<file path="src/rtl/keypad_pkg.sv">
`default_nettype none
// ============================================================================
//  Module      : keypad_pkg
//  Description : Shared key codes, code-to-digit table and debounce state
//                encodings for the 4x4 matrix keypad entry block.
//  Revision    : 1.0  initial release
// ============================================================================
package keypad_pkg;

   // Key codes are row*4 + col on the Pmod KYPD layout
   localparam logic [3:0] KEY_A     = 4'd3;
   localparam logic [3:0] KEY_B     = 4'd7;
   localparam logic [3:0] KEY_CLEAR = 4'd11;
   localparam logic [3:0] KEY_BKSP  = 4'd13;
   localparam logic [3:0] KEY_ENTER = 4'd14;
   localparam logic [3:0] KEY_D     = 4'd15;

   localparam logic [3:0] NOT_DIGIT = 4'hF;

   // Entry [code] holds the decimal value of that key, or NOT_DIGIT.
   // Codes 15..0: D E F 0 | C 9 8 7 | B 6 5 4 | A 3 2 1
   localparam logic [15:0][3:0] KEY_DIGIT = 64'hFFF0_F987_F654_F321;

   typedef enum logic [1:0] {
      ST_IDLE         = 2'd0,
      ST_CONFIRM      = 2'd1,
      ST_ACCEPT       = 2'd2,
      ST_WAIT_RELEASE = 2'd3
   } deb_state_e;

   function automatic logic [3:0] key_to_digit(input logic [3:0] code);
      return KEY_DIGIT[code];
   endfunction

endpackage
`default_nettype wire

</file>
<file path="src/rtl/bcd2bin.sv">
`default_nettype none
// ============================================================================
//  Module      : bcd2bin
//  Description : Combinational 4-digit BCD to 14-bit binary converter
//                (inverse of the display path's bin2bcd).
//  Revision    : 1.0  initial release
// ============================================================================
module bcd2bin (
   input  logic [15:0] bcd,
   output logic [13:0] bin
);

   // Weighted sum of the four decades; the maximum 9999 fits in 14 bits
   always_comb begin
      bin = {10'd0, bcd[15:12]} * 14'd1000
          + {10'd0, bcd[11:8]}  * 14'd100
          + {10'd0, bcd[7:4]}   * 14'd10
          + {10'd0, bcd[3:0]};
   end

endmodule
`default_nettype wire

</file>
<file path="src/rtl/keypad_entry.sv">
`default_nettype none
// ============================================================================
//  Module      : keypad_entry
//  Description : Scans a 4x4 matrix keypad, debounces presses per full sweep
//                and assembles up to 4 decimal digits; Enter commits the
//                entry as a binary value with a one-cycle valid pulse.
//  Revision    : 1.0  initial release
// ============================================================================
module keypad_entry
   import keypad_pkg::*;
#(
   parameter int SCAN_DIV       = 100000,
   parameter int DEBOUNCE_SCANS = 4
) (
   input  logic        clock_100,
   input  logic        reset,
   input  logic [3:0]  row,
   output logic [3:0]  col,
   output logic [13:0] num,
   output logic        num_valid,
   output logic [15:0] digits,
   output logic [2:0]  digit_count
);

   localparam int DWELL_W = $clog2(SCAN_DIV);
   localparam int CNT_W   = $clog2(DEBOUNCE_SCANS + 1);
   localparam logic [DWELL_W-1:0] DWELL_LAST = DWELL_W'(SCAN_DIV - 1);
   localparam logic [CNT_W-1:0]   CNT_TARGET = CNT_W'(DEBOUNCE_SCANS);

   logic [3:0]         row_s1_q, row_s2_q;
   logic [DWELL_W-1:0] dwell_q, dwell_d;
   logic [1:0]         col_idx_q, col_idx_d;
   logic [3:0]         col_q, col_d;
   logic [1:0]         hits_q, hits_d;     // keys seen so far this sweep, saturating at 2
   logic [3:0]         code_q, code_d;
   deb_state_e         state_q, state_d;
   logic [3:0]         cand_q, cand_d;
   logic [CNT_W-1:0]   cnt_q, cnt_d;
   logic [15:0]        digits_q, digits_d;
   logic [2:0]         count_q, count_d;
   logic [13:0]        num_q, num_d;
   logic               num_valid_q, num_valid_d;

   logic               sample, sweep_done, key_event;
   logic [3:0]         pressed;
   logic [2:0]         col_ones, sum;
   logic [1:0]         col_hits, total, row_idx;
   logic [3:0]         sweep_code, key_digit;
   logic [CNT_W-1:0]   cnt_inc;
   logic [13:0]        entry_bin;

   bcd2bin u_bcd2bin (
      .bcd (digits_q),
      .bin (entry_bin)
   );

   // Column dwell timing and per-sweep accumulation of pressed keys
   always_comb begin
      sample   = (dwell_q == DWELL_LAST);
      pressed  = ~row_s2_q;
      col_ones = 3'($countones(pressed));
      col_hits = (col_ones >= 3'd2) ? 2'd2 : col_ones[1:0];
      row_idx  = 2'd0;
      for (int r = 0; r < 4; r++) begin
         if (pressed[r]) row_idx = 2'(r);
      end
      sum        = {1'b0, hits_q} + {1'b0, col_hits};
      total      = (sum >= 3'd2) ? 2'd2 : sum[1:0];
      sweep_code = (col_hits == 2'd1) ? {row_idx, col_idx_q} : code_q;
      sweep_done = sample && (col_idx_q == 2'd3);

      dwell_d   = sample ? '0 : dwell_q + 1'b1;
      col_idx_d = sample ? col_idx_q + 2'd1 : col_idx_q;
      col_d     = sample ? {col_q[2:0], col_q[3]} : col_q;
      hits_d    = hits_q;
      code_d    = code_q;
      if (sample) begin
         hits_d = sweep_done ? 2'd0 : total;
         code_d = sweep_done ? 4'd0 : sweep_code;
      end
   end

   // Debounce next-state logic, advanced once per completed sweep
   always_comb begin
      state_d   = state_q;
      cand_d    = cand_q;
      cnt_d     = cnt_q;
      key_event = 1'b0;
      cnt_inc   = cnt_q + 1'b1;
      case (state_q)
         ST_IDLE: begin
            if (sweep_done && total == 2'd1) begin
               cand_d  = sweep_code;
               cnt_d   = CNT_W'(1);
               state_d = (DEBOUNCE_SCANS == 1) ? ST_ACCEPT : ST_CONFIRM;
            end
         end
         ST_CONFIRM: begin
            if (sweep_done) begin
               if (total != 2'd1) begin
                  state_d = ST_IDLE;
               end else if (sweep_code == cand_q) begin
                  cnt_d = cnt_inc;
                  if (cnt_inc == CNT_TARGET) state_d = ST_ACCEPT;
               end else begin
                  cand_d = sweep_code;
                  cnt_d  = CNT_W'(1);
               end
            end
         end
         ST_ACCEPT: begin
            key_event = 1'b1;
            cnt_d     = '0;
            state_d   = ST_WAIT_RELEASE;
         end
         ST_WAIT_RELEASE: begin
            if (sweep_done) begin
               if (total != 2'd0) begin
                  cnt_d = '0;
               end else if (cnt_inc == CNT_TARGET) begin
                  cnt_d   = '0;
                  state_d = ST_IDLE;
               end else begin
                  cnt_d = cnt_inc;
               end
            end
         end
         default: state_d = ST_WAIT_RELEASE;
      endcase
   end

   // Digit entry editing and Enter commit on each accepted key event
   always_comb begin
      digits_d    = digits_q;
      count_d     = count_q;
      num_d       = num_q;
      num_valid_d = 1'b0;
      key_digit   = key_to_digit(cand_q);
      if (key_event) begin
         if (key_digit != NOT_DIGIT) begin
            if (count_q < 3'd4) begin
               digits_d = {digits_q[11:0], key_digit};
               count_d  = count_q + 3'd1;
            end
         end else begin
            case (cand_q)
               KEY_BKSP: begin
                  if (count_q != 3'd0) begin
                     digits_d = {4'h0, digits_q[15:4]};
                     count_d  = count_q - 3'd1;
                  end
               end
               KEY_CLEAR: begin
                  digits_d = '0;
                  count_d  = '0;
               end
               KEY_ENTER: begin
                  num_d       = entry_bin;
                  num_valid_d = 1'b1;
                  digits_d    = '0;
                  count_d     = '0;
               end
               default: ;
            endcase
         end
      end
   end

   // State registers; reset parks the debouncer in WAIT_RELEASE so a key
   // held through reset is never registered
   always_ff @(posedge clock_100) begin
      if (reset) begin
         row_s1_q    <= 4'hF;
         row_s2_q    <= 4'hF;
         dwell_q     <= '0;
         col_idx_q   <= '0;
         col_q       <= 4'b1110;
         hits_q      <= '0;
         code_q      <= '0;
         state_q     <= ST_WAIT_RELEASE;
         cand_q      <= '0;
         cnt_q       <= '0;
         digits_q    <= '0;
         count_q     <= '0;
         num_q       <= '0;
         num_valid_q <= 1'b0;
      end else begin
         row_s1_q    <= row;
         row_s2_q    <= row_s1_q;
         dwell_q     <= dwell_d;
         col_idx_q   <= col_idx_d;
         col_q       <= col_d;
         hits_q      <= hits_d;
         code_q      <= code_d;
         state_q     <= state_d;
         cand_q      <= cand_d;
         cnt_q       <= cnt_d;
         digits_q    <= digits_d;
         count_q     <= count_d;
         num_q       <= num_d;
         num_valid_q <= num_valid_d;
      end
   end

   assign col         = col_q;
   assign num         = num_q;
   assign num_valid   = num_valid_q;
   assign digits      = digits_q;
   assign digit_count = count_q;

endmodule
`default_nettype wire

</file>
<file path="config.mk">
export PLATFORM = sky130hd
export DESIGN_NAME = keypad_entry
export DESIGN_NICKNAME = d
export VERILOG_FILES = /design/src/rtl/keypad_pkg.sv /design/src/rtl/bcd2bin.sv /design/src/rtl/keypad_entry.sv
export SDC_FILE = /design/constraint.sdc
export NUM_CORES = 1
export LEC_CHECK = 0
export ABC_AREA = 1
export CAP_MARGIN = 5
export CELL_PAD_IN_SITES_DETAIL_PLACEMENT = 1
export CELL_PAD_IN_SITES_GLOBAL_PLACEMENT = 1
export CORE_MARGIN = 2
export CORE_UTILIZATION = 46
export CTS_BUF_LIST = sky130_fd_sc_hd__clkbuf_16
export DETAILED_ROUTE_END_ITERATION = 10
export GPL_TIMING_DRIVEN = 1
export HOLD_SLACK_MARGIN = 0.02
export PLACE_DENSITY_LB_ADDON = 0.1
export SLEW_MARGIN = 5
export SYNTH_ARGS = -nofsm -noshare
export SYNTH_HDL_FRONTEND = slang
export SYNTH_SLANG_ARGS = --single-unit
</file>
<file path="constraint.sdc">
create_clock -name clock_100 -period 10.4 [get_ports clock_100]
set_input_delay 3.12 -clock clock_100 [delete_from_list [all_inputs] [get_ports clock_100]]
set_output_delay 3.12 -clock clock_100 [all_outputs]
set_load 0.005 [all_outputs]
</file>
# == After elaboration in Yosys (flattened, before gate mapping) ==
# Memories as Yosys holds them, arrays and structs flattened. A register that Yosys moved wholly into a read port is not among the register bits.
# Cells that the tools add are included.
# word_totals
register_bits,80
romBits,64
inputBits,6
n_memories,1
# mem_list
memory,words,word_bits,rd,rd_clocked_by_memory_dff,write_ports,line_no,text
(name not given),16,4,1,1,0,keypad_pkg.sv:32,return KEY_DIGIT[code];
# classes
add_sub_neg,12
multipliers,3
magnitude_cmp,4
n_eq_ne,25
n_mux,43
bitwise_logic,3
n_reduce_logical,15
# op_table
operator,n
$mux 16,3
$mux 4,9
$pmux 16 s2,1
$mux 3,10
$mux 2,13
$add 17x1->17 const B,1
$eq 17x17->1 const B,1
$add 14x11->14,1
$add 14x4->14,1
$add 14x8->14,1
$ne 2x2->1 const B,7
$eq 4x4->1 const B,3
$pmux 3 s4,1
$mul 4x7->11 const B,1
$mul 4x5->9 const B,1
$ne 3x3->1 const B,3
$pmux 2 s4,1
$pmux 4 s2,1
$reduce_and 4->1,2
$mul 4x3->7 const B,1
$reduce_and 7->1,1
$add 2x2->3,2
$add 3x1->3 const B,2
$eq 2x1->1 const B,3
other kinds (23),35

# == Logic depth before layout (Yosys ltp) ==
# Gate-level depths: netlist (run 1).
# depth
word_depth,14
ltp_mapped,25

# == By module ==
# A second synthesis (run 1) with hierarchy kept.
# unflattened
hier_cells,778
hier_area_um2,5826.8
# by_module_without_submodules
module,n_inst,cells_each,area_per_inst_um2,seq_area_each_um2
keypad_entry,1,542,4056.4,1681.6
bcd2bin,1,236,1770.4,0.0

# == Least setup slack after synthesis (run 1) ==
# Ideal clock, no wire load.
# synth_timing
kind,input to register
from,in reset
to,reg key_digit[2] (netlist name)
setup_ns,0.114
arrival_time_ns,4.218
setup_slack_ns,6.068
stages,10
path_cell_list,clkbuf_1 clkbuf_1 nor2_1 inv_1 ha_1 inv_1 nand3_1 nand2_1 nand2_2 nand2_1
# synth_lines
item,line_no,text
start: declaration,keypad_entry.sv:16,"input logic reset,"

==> key figures, run 1 <==
Clock tree
  • CTS buffer count: 9
  • H-tree lvl count: 3
  • Sink Count: 84
  • Root buf cell: clkbuf_16
  • Reg clk slew, reported paths: 0.06 ns
  • CTS tree: done
  • Postcts setup bufs: 0
  • CTS resizes: 0
  • CTS Hold Bufs: 0
  • Clk buf depth: 2
  • Clk_lat worst skew: 0.35 ns

Floorplanning
  • # IOs: 44
  • Core area: 11960 um2
  • Initial Util: 47.06%
  • Die X: 114.6 um
  • DIE AREA: 13140 um2
  • Die height: 114.6 um
  • Placement Rows: 40

Critical path
  • Worst Path Max Fanout: 23
  • Worst endpoint required time: 10.64 ns
  • CP Launch Type: primary input
  • Crit path kind: primary input to flip-flop
  • Crit path DAT: 5.55 ns
  • Critical Path Sink Type: flip-flop

Layout
  • Ant. Diodes: 0
  • # fillers: 1554
  • FF+latch area: 1682 um2
  • Fraction of layout cells with a size suffix above 1: 6.489%
  • Area delta synth->final: 14.91%
  • Nets: 872
  • Area of the multi-input gates: 3352 um2
  • Fin util: 54.08%
  • Fin cells: 933

Min path
  • Hold Path Class: flip-flop to flip-flop

Pwr
  • VDD IR max: 85.58 uV
  • P per Cell Area: 104.8 nW/um2
  • P_leak: 3.078 nW

Synth
  • Seq/Total Area, Yosys: 29.87%
  • Yosys cell types: 42
  • Leading area contributor after synthesis: dfxtp_1
  • Synthesis-stage register bit count: 84
  • Ys async rst share: 0%
  • Synth area leaders: dfxtp_1 (30%), ha_1 (14%), inv_1 (8.9%)
  • Post-synth EDFFs: 0
  • Post-synth top area share: 29.87%
  • Synth cell count leaders: inv_1 (133), nand2_1 (120), dfxtp_1 (84)
  • Syn nets: 833
  • Synth Instances: 743
  • Most frequent cell after synthesis: inv_1
  • Avg Synthesized Cell Area: 7.576 um2
  • Top_reg_cell synth: dfxtp_1
  • Syn Std Cell Area: 5629 um2
  • Synth warn: 0

Timing
  • Post-layout min period: 5.312 ns
  • Fmax achieved: 0.1882 GHz
  • Slew HR: 43.50%
  • Number of endpoints failing setup at the final stage: 0
  • Slew Viols, Final: 0
  • Tcrit/Tclk final: 51.08%
  • Worst-margin pin slew: 0.8448 ns
  • RSZ-0062 raised after global routing: false
  • Hold Vio Cnt, Final: 0
  • Post-Route Setup TNS: 0 ns
  • Clk_skew: 0.007983 ns

Drt
  • Top routing layer in use: met4
  • Total iterations of the first detailed-routing run: 4
  • Met2 WL post-DR: 7564 um
  • Final ANT Viol Nets: 0
  • DR WL met3: 334 um
  • DR vias: 5014
  • DRT iter0 DRCs: 225
  • Final wirelength: 15100 um
  • Metal-1 WL: 6990 um
  • DRC: 0
  • Wirelength per Cell: 16.18 um
  • Via density: 5.374

GRT
  • Number of global-route vias before repair: 5303
  • Total grt overflow: 0
  • Total GRT Usage: 24.34%
  • First-pass GRT wire length: 25380 um
  • Largest net degree at the start of global routing: 39
  • Initial antenna violation count: 0

Run
  • Max cap viols: 0

Placed design
  • DP Wirelength: 11430 um
  • Routability Congestion: 0.8215
  • PortBufs: 43
  • Placed cell count: 918

Run status
  • Run status: completed
## cell families (layout without fill, tap and decap cells)
| group | after synthesis | in the layout | synth area share (%) |
|---|---|---|---|
| buf+inv | 155 | 198 | 10.58 |
| fa+ha+maj | 84 | 84 | 21.20 |
| flops | 84 | 84 | 29.87 |
| xor+xnor | 19 | 19 | 2.956 |
| simple gates | 261 | 261 | 21.83 |
| compound gates | 140 | 140 | 13.56 |
## flip-flops by register name, indices dropped and copies added, names as in the netlist, 3 cells and up, named ones only
| name | count |
|---|---|
| cand_q | 4 |
| digit_count | 3 |
| num | 14 |
| row_s2_q | 4 |
| row_s1_q | 4 |
| dwell_q | 17 |
| key_digit | 4 |
| code_q | 4 |
| col | 4 |
| cnt_q | 3 |
| digits | 16 |
## per-stage QoR
stage / setup WS [ns] / hold slack (ns) / power (mW) / area [um2]
finish: 5.088 / 0.4109 / 0.6777 / 6469
global route: 4.799 / 0.4265 / 0.7001 / 6469
CTS: 5.041 / 0.4153 / 0.6835 / 6469
detailed placement: 4.719 / 0.4002 / 0.3647 / 6186
global placement: 4.869 / 0.4013 / 0.3630 / 6186
floorplan: 6.068 / 0.3895 / 0.3550 / 5629
## placed cells by master, fill, tap and decap left out, drive strengths merged, types with 2 or more instances in the layout
master and count:
ha 65, clkinv 2, clkbuf 9, o211ai 4
a21oi 55, o22ai 9, nand3 40, clkdlybuf4s50 43
buf 3, nand4 14, nand2 129, fa 19
or2 12, a31oi 3, dfxtp 84, o21bai 7
xor2 12, nor4 6, nor2 44, xnor2 7
o21ai 54, inv 139, nor3 12, a211oi 5
## cell type report
| type | instances | share of cell area (%) |
|---|---|---|
| sequential | 84 | 26.00 |
| clock buffer | 9 | 3.482 |
| timing repair buffer | 46 | 7.002 |
| clock inverter | 6 | 0.8897 |
| multi-input combinational | 504 | 51.82 |
| tap | 147 | 2.843 |
| inverter | 137 | 7.969 |
## routing by layer
layer	global-route usage [%]	vias up
li1	-	2490
met1	30.43	2440
met2	43.23	63
met3	3.282	21
met4	7.724	0
met5	0	-
## worst max-delay path: stages
cell and delay [ns]:
clkdlybuf4s50_1 1.02, inv_1 0.55, nand2_1 0.25, ha_1 0.23, inv_1 0.07, nand3_1 0.09
nand2_1 0.09, nand2_2 0.07, nand2_1 0.04
## final timing paths
| kind | start | end | slack [ns] | cells past startpoint |
|---|---|---|---|---|
| max | reset | key_digit[2] | 5.09 | 9 |
| min | row_s1_q[1] | row_s2_q[1] | 0.41 | 1 |
| max reg2reg | digits[14] | num[12] | 5.85 | 20 |
| min reg2reg | row_s1_q[1] | row_s2_q[1] | 0.41 | 1 |
## report_power, final
part / switching (mW) / internal [mW] / total (mW)
logic: 0.0214 / 0.0104 / 0.0318
registers: 0.00142 / 0.324 / 0.325
clock network: 0.137 / 0.183 / 0.320
(Power assumes the default switching activity.)
==> run 2, diff against run 1 <==
- CORE_UTILIZATION: 46 -> 44
- clock period: 10.4 -> 5.2 ns (I/O delays scaled with it)
==> run 2 against run 1 <==
Net effect: design area grew 1.1%; worst setup slack worse by 4.4 ns; die area increased by 4.4%; worst hold slack is essentially flat; utilization down 2.0 points; global-route usage shrank 1.1 points; non-clock buffer count increased by 2; critical endpoint is now num[12]; sequential share of layout area decreased by 0.28 points; clock power increased by 120%; clock-buffer cell count unchanged.
==> key figures, run 2 (synthesis results as in run 1) <==
Pwr
  • P_leak: 3.096 nW (+0.58%)
  • Switching power: 0.3189 mW (+99%)
  • Combinational Power Share: 4.6% (about the same)
  • Sequential power share: 46.4% (-1.6 points)
  • Pint: 1.085 mW (+110%)
  • Sw Ratio: 22.72% (-0.89 points)
  • Clock share of power: 49.1% (+1.8 points)
  • VDD IR max: 110.6 uV (+29%)
  • P per Cell Area: 214.6 nW/um2 (+100%)

Timing
  • Slew Viols, Final: 0 (unchanged)
  • Tcrit/Tclk final: 86.89%
  • Slew HR: 47.38% (+3.9 points)
  • Post-layout min period: 4.518 ns
  • Number of endpoints failing setup at the final stage: 0 (unchanged)
  • Worst-margin pin slew: 0.7822 ns (-0.06268 ns)
  • Hold Vio Cnt, Final: 0 (unchanged)
  • RSZ-0062 raised after global routing: false
  • Fmax achieved: 0.2213 GHz
  • Clk_skew: 0.006711 ns (-0.001272 ns)
  • Post-Route Setup TNS: 0 ns (unchanged)

Run
  • Max cap viols: 0 (unchanged)

Drt
  • DR vias: 4983 (-0.62%)
  • Final wirelength: 14990 um (-0.72%)
  • DRT iter0 DRCs: 186 (-17%)
  • Final ANT Viol Nets: 0 (unchanged)
  • Total iterations of the first detailed-routing run: 4 (unchanged)
  • Via density: 5.191 (-3.4%)
  • Wirelength per Cell: 15.62 um (-3.5%)
  • DRC: 0 (unchanged)

Layout
  • Fin util: 52.04% (-2.0 points)
  • Area delta synth->final: 16.18%
  • Most common cell after layout, fill and taps aside: inv_1
  • Register bank with the most flops: dwell_q
  • Max reg flops: 17 (unchanged)
  • Fraction of layout cells with a size suffix above 1: 6.853% (+0.36 points)
  • Nets: 874 (+0.23%)
  • Most frequent cells in the layout: inv_1 (135), nand2_1 (120), dfxtp_1 (84), ha_1 (65), a21oi_1 (55)
  • Ant. Diodes: 0 (unchanged)

Critical path
  • Worst endpoint required time: 5.44 ns (-5.20 ns)
  • Worst Path Max Fanout: 7 (-70%)
  • CP Launch Type: flip-flop
  • Crit path kind: flip-flop to flip-flop
  • Critical Path Sink Type: flip-flop
  • FF-to-FF path depth: 19 (-5.0%)
  • Crit path DAT: 4.76 ns (-0.79 ns)

Clock tree
  • Reg clk slew, reported paths: 0.06 ns (about the same)
  • CTS tree: done
  • CTS resizes: 0 (unchanged)
  • Clk_lat worst skew: 0.35 ns (about the same)
  • Root buf cell: clkbuf_16
  • CTS buffer count: 9 (unchanged)
  • CTS Hold Bufs: 0 (unchanged)
  • Sink Count: 84 (unchanged)
  • Postcts setup bufs: 0 (unchanged)
  • Clk buf depth: 2 (unchanged)
  • H-tree lvl count: 3 (unchanged)

GRT
  • Number of global-route vias before repair: 5344 (+0.77%)
  • Global routing's busiest layer: met2
  • Total grt overflow: 0 (unchanged)
  • Largest net degree at the start of global routing: 45 (+15%)
  • First-pass GRT wire length: 24930 um (-1.8%)
  • Met2 Usage GRT: 42.77% (-0.46 points)
  • Met3 usage: 4.634% (+1.4 points)
  • Initial antenna violation count: 0 (unchanged)
  • Total GRT Usage: 23.22% (-1.1 points)
  • Grt met1 use: 27.09% (-3.3 points)

Floorplanning
  • DIE AREA: 13710 um2 (+4.4%)
  • Die height: 117.1 um (+2.2%)
  • Placement Rows: 41 (+2.5%)
  • # IOs: 44 (unchanged)
  • Die X: 117.1 um (+2.2%)
  • Initial Util: 44.79% (-2.3 points)
  • Core area: 12570 um2 (+5.1%)

Min path
  • Hold Path Class: flip-flop to flip-flop
  • Number of cells on the worst hold path: 1 (unchanged)

Placed design
  • PortBufs: 43 (unchanged)
  • Routability Congestion: 0.8393 (+2.2%)
  • DP Wirelength: 11340 um (-0.76%)

Run status
  • Run status: completed
## run 2: worst paths after layout
check | end | slack, ns | startpoint
worst min-delay path | row_s2_q[0] | 0.41 | row_s1_q[0]
worst max-delay path | num[12] | 0.68 | digits[14]
worst max register to register | num[12] | 0.68 | digits[14]
worst min register to register | row_s2_q[0] | 0.41 | row_s1_q[0]
## run 2: per-layer routing
| metal | routed length (um) | up-vias |
|---|---|---|
| met5 | 0 | - |
| met4 | 247 | 0 |
| met3 | 418 | 21 |
| met2 | 7845 | 63 |
| met1 | 6481 | 2413 |
| li1 | - | 2486 |
## run 2: cell type report
cell class,count,area (um2)
inverters,137,515.5
repair buffers,48,467.9
clock buffers,9,225.2
multi-input cells,504,3352
flip-flops and latches,84,1682
clock inverters,6,82.58
fillers,1586,6028
well taps,172,215.2
## run 2: worst max-delay path, stage by stage, from the launching register on
cell and delay, ns:
dfxtp_1 0.40, fa_1 0.68, inv_1 0.10, fa_1 0.51, inv_1 0.04, ha_1 0.35, nand2_1 0.08, o21ai_0 0.29
xor2_1 0.19, inv_1 0.06, ha_1 0.27, ha_1 0.29, ha_1 0.31, inv_1 0.08, nor3_1 0.26, nand3_1 0.15
nand4_1 0.12, nand3_1 0.08, o211ai_1 0.08, inv_1 0.06
## run 2: power groups by stage
stage	Sequential, mW	Combinational (mW)	Clock (mW)
after floorplan	0.665	0.0452	0
after global placement	0.665	0.0612	0
after detailed placement	0.666	0.0640	0
after CTS	0.651	0.0650	0.705
after global routing	0.651	0.0712	0.733
final	0.651	0.0640	0.689
## run 2: stage by stage
stage | cell area (um2) | setup WS (ns) | total power [mW] | std cells | hold WS, ns
floorplan | 5629 | 1.136 | 0.7101 | 743 | 0.3895
global placement | 6232 | 0.9427 | 0.7267 | 945 | 0.4013
detailed placement | 6232 | 0.7605 | 0.7296 | 945 | 0.4008
CTS | 6540 | 0.6782 | 1.421 | 960 | 0.4154
global route | 6540 | 0.3033 | 1.455 | 960 | 0.4366
finish | 6540 | 0.6816 | 1.404 | 960 | 0.4107
==> run 3, diff against run 2 <==
--- a/config.mk
+++ b/config.mk
@@ -21,2 +21,3 @@
 export SYNTH_HDL_FRONTEND = slang
 export SYNTH_SLANG_ARGS = --single-unit
+export TNS_END_PERCENT = 30
==> constraint.sdc (replaced) <==
create_clock -name clock_100 -period 5.2 [get_ports clock_100]
set_input_delay 1.04 -clock clock_100 [delete_from_list [all_inputs] [get_ports clock_100]]
set_output_delay 1.04 -clock clock_100 [all_outputs]
set_load 0.005 [all_outputs]
==> run 3 against run 2 <==
Net effect: sequential power about the same; wire length down 4.1%; clock skew up 0.0024 ns; critical path depth up 1; sequential cell count unchanged; combinational power down 2%; highest routed layer unchanged.
==> key figures, run 3 (synthesis results as in run 1) <==
Clock tree
  • Clk_lat worst skew: 0.36 ns (about the same)
  • Sink Count: 84 (unchanged)
  • CTS tree: done
  • CTS resizes: 0 (unchanged)
  • Postcts setup bufs: 0 (unchanged)
  • H-tree lvl count: 3 (unchanged)
  • CTS buffer count: 9 (unchanged)
  • Root buf cell: clkbuf_16
  • CTS Hold Bufs: 0 (unchanged)
  • Reg clk slew, reported paths: 0.06 ns (about the same)
  • Clk buf depth: 2 (unchanged)

GRT
  • Largest net degree at the start of global routing: 45 (unchanged)
  • Total grt overflow: 0 (unchanged)
  • Number of global-route vias before repair: 5215 (-2.4%)
  • First-pass GRT wire length: 24160 um (-3.1%)
  • Initial antenna violation count: 0 (unchanged)
  • Total GRT Usage: 22.62% (-0.60 points)

Timing
  • Slew HR: 47.57% (+0.19 points)
  • Hold Vio Cnt, Final: 0 (unchanged)
  • Fmax achieved: 0.2228 GHz (+0.69%)
  • Tcrit/Tclk final: 86.29% (-0.60 points)
  • Post-Route Setup TNS: 0 ns (unchanged)
  • Number of endpoints failing setup at the final stage: 0 (unchanged)
  • Slew Viols, Final: 0 (unchanged)
  • Worst-margin pin slew: 0.7793 ns (-0.002843 ns)
  • Clk_skew: 0.009132 ns (+0.002421 ns)
  • Post-layout min period: 4.487 ns (-0.03107 ns)
  • RSZ-0062 raised after global routing: false

Drt
  • DRC: 0 (unchanged)
  • Via density: 5.204 (+0.26%)
  • Final wirelength: 14380 um (-4.1%)
  • Final ANT Viol Nets: 0 (unchanged)
  • Wirelength per Cell: 14.98 um (-4.1%)
  • DR vias: 4996 (+0.26%)
  • DRT iter0 DRCs: 219 (+18%)
  • Total iterations of the first detailed-routing run: 4 (unchanged)

Placed design
  • PortBufs: 43 (unchanged)
  • Placed Instance Area: 6225 um2 (-0.12%)
  • Routability Congestion: 0.8397 (about the same)
  • DP Wirelength: 11190 um (-1.3%)

Floorplanning
  • Core area: 12570 um2 (unchanged)
  • Die height: 117.1 um (unchanged)
  • Initial Util: 44.79% (unchanged)
  • Placement Rows: 41 (unchanged)
  • Die X: 117.1 um (unchanged)
  • # IOs: 44 (unchanged)
  • DIE AREA: 13710 um2 (unchanged)

Layout
  • FF+latch area: 1682 um2 (unchanged)
  • Fin util: 51.86% (-0.18 points)
  • Ant. Diodes: 0 (unchanged)
  • Fraction of layout cells with a size suffix above 1: 6.853% (unchanged)
  • Area of the multi-input gates: 3352 um2 (unchanged)
  • Fin area: 6518 um2 (-0.34%)
  • Nets: 873 (-0.11%)
  • # fillers: 1593 (+0.44%)
  • Most frequent cells in the layout: inv_1 (134), nand2_1 (120), dfxtp_1 (84), ha_1 (65), a21oi_1 (55)
  • Max reg flops: 17 (unchanged)
  • Most common cell after layout, fill and taps aside: inv_1
  • Area delta synth->final: 15.78%
  • Register bank with the most flops: dwell_q

Run status
  • Run status: completed

Critical path
  • Crit path kind: flip-flop to flip-flop
  • Worst Path Max Fanout: 7 (unchanged)
  • Critical Path Sink Type: flip-flop
  • Crit path DAT: 4.73 ns (-0.03 ns)
  • Internal reg-to-reg setup slack: 0.71 ns (+0.03 ns)
  • Worst endpoint required time: 5.45 ns (about the same)
  • CP Launch Type: flip-flop

Run
  • Max cap viols: 0 (unchanged)

Pwr
  • P_leak: 3.086 nW (-0.33%)
  • P per Cell Area: 209.1 nW/um2 (-2.5%)
  • VDD IR max: 127.3 uV (+15%)

Min path
  • Hold Path Class: flip-flop to flip-flop
-- run 3: report_power, final --
part | switching (mW) | internal, mW | leakage (nW)
Sequential | 0.00292 | 0.648 | 0.679
Combinational | 0.0414 | 0.0212 | 2.26
Clock | 0.279 | 0.371 | 0.145
Total | 0.323 | 1.04 | 3.09
-- run 3: final cells by class --
type / count / area share, %
well taps: 172 / 3.302
inverters: 137 / 7.909
repair buffers: 47 / 7.065
multi-input cells: 504 / 51.43
clock inverters: 7 / 1.037
clock buffers: 9 / 3.456
flip-flops and latches: 84 / 25.80
-- run 3: critical path, stage by stage, from the launching register on --
cell	delay (ns)
dfxtp_1	0.40
fa_1	0.68
inv_1	0.10
fa_1	0.51
inv_1	0.04
ha_1	0.34
a21oi_1	0.16
nand2_1	0.12
a21oi_1	0.19
o21ai_0	0.12
xnor2_1	0.16
inv_1	0.06
ha_1	0.29
ha_1	0.34
inv_1	0.10
nor3_1	0.26
nand3_1	0.11
nand4_1	0.12
xor2_1	0.08
o21bai_1	0.14
inv_1	0.05
-- run 3: path summary, 6_finish.rpt --
check        cells past startpoint         from     endpoint
max                             20   digits[14]      num[13]
max reg2reg                     20   digits[14]      num[13]
min                              1  row_s1_q[0]  row_s2_q[0]
min reg2reg                      1  row_s1_q[0]  row_s2_q[0]
-- run 3: through the flow --
stage | hold slack (ns) | total power, mW | std cells | setup WS (ns)
finish | 0.4121 | 1.363 | 960 | 0.7127
CTS | 0.4157 | 1.380 | 960 | 0.6508
global route | 0.4328 | 1.415 | 960 | 0.2959
detailed placement | 0.4007 | 0.7286 | 944 | 0.6758
global placement | 0.4018 | 0.7261 | 944 | 0.9371
floorplan | 0.3895 | 0.7101 | 743 | 1.136
-- run 3: routing by layer --
| metal | share of wire (%) | up-vias | track usage [%] | wire [um] |
|---|---|---|---|---|
| met3 | 2.8 | 25 | 4.531 | 409 |
| met2 | 52 | 72 | 40.89 | 7407 |
| li1 | - | 2493 | - | - |
| met4 | 2.6 | 0 | 9.255 | 373 |
| met1 | 43 | 2406 | 26.09 | 6186 |
| met5 | 0 | - | 0 | 0 |
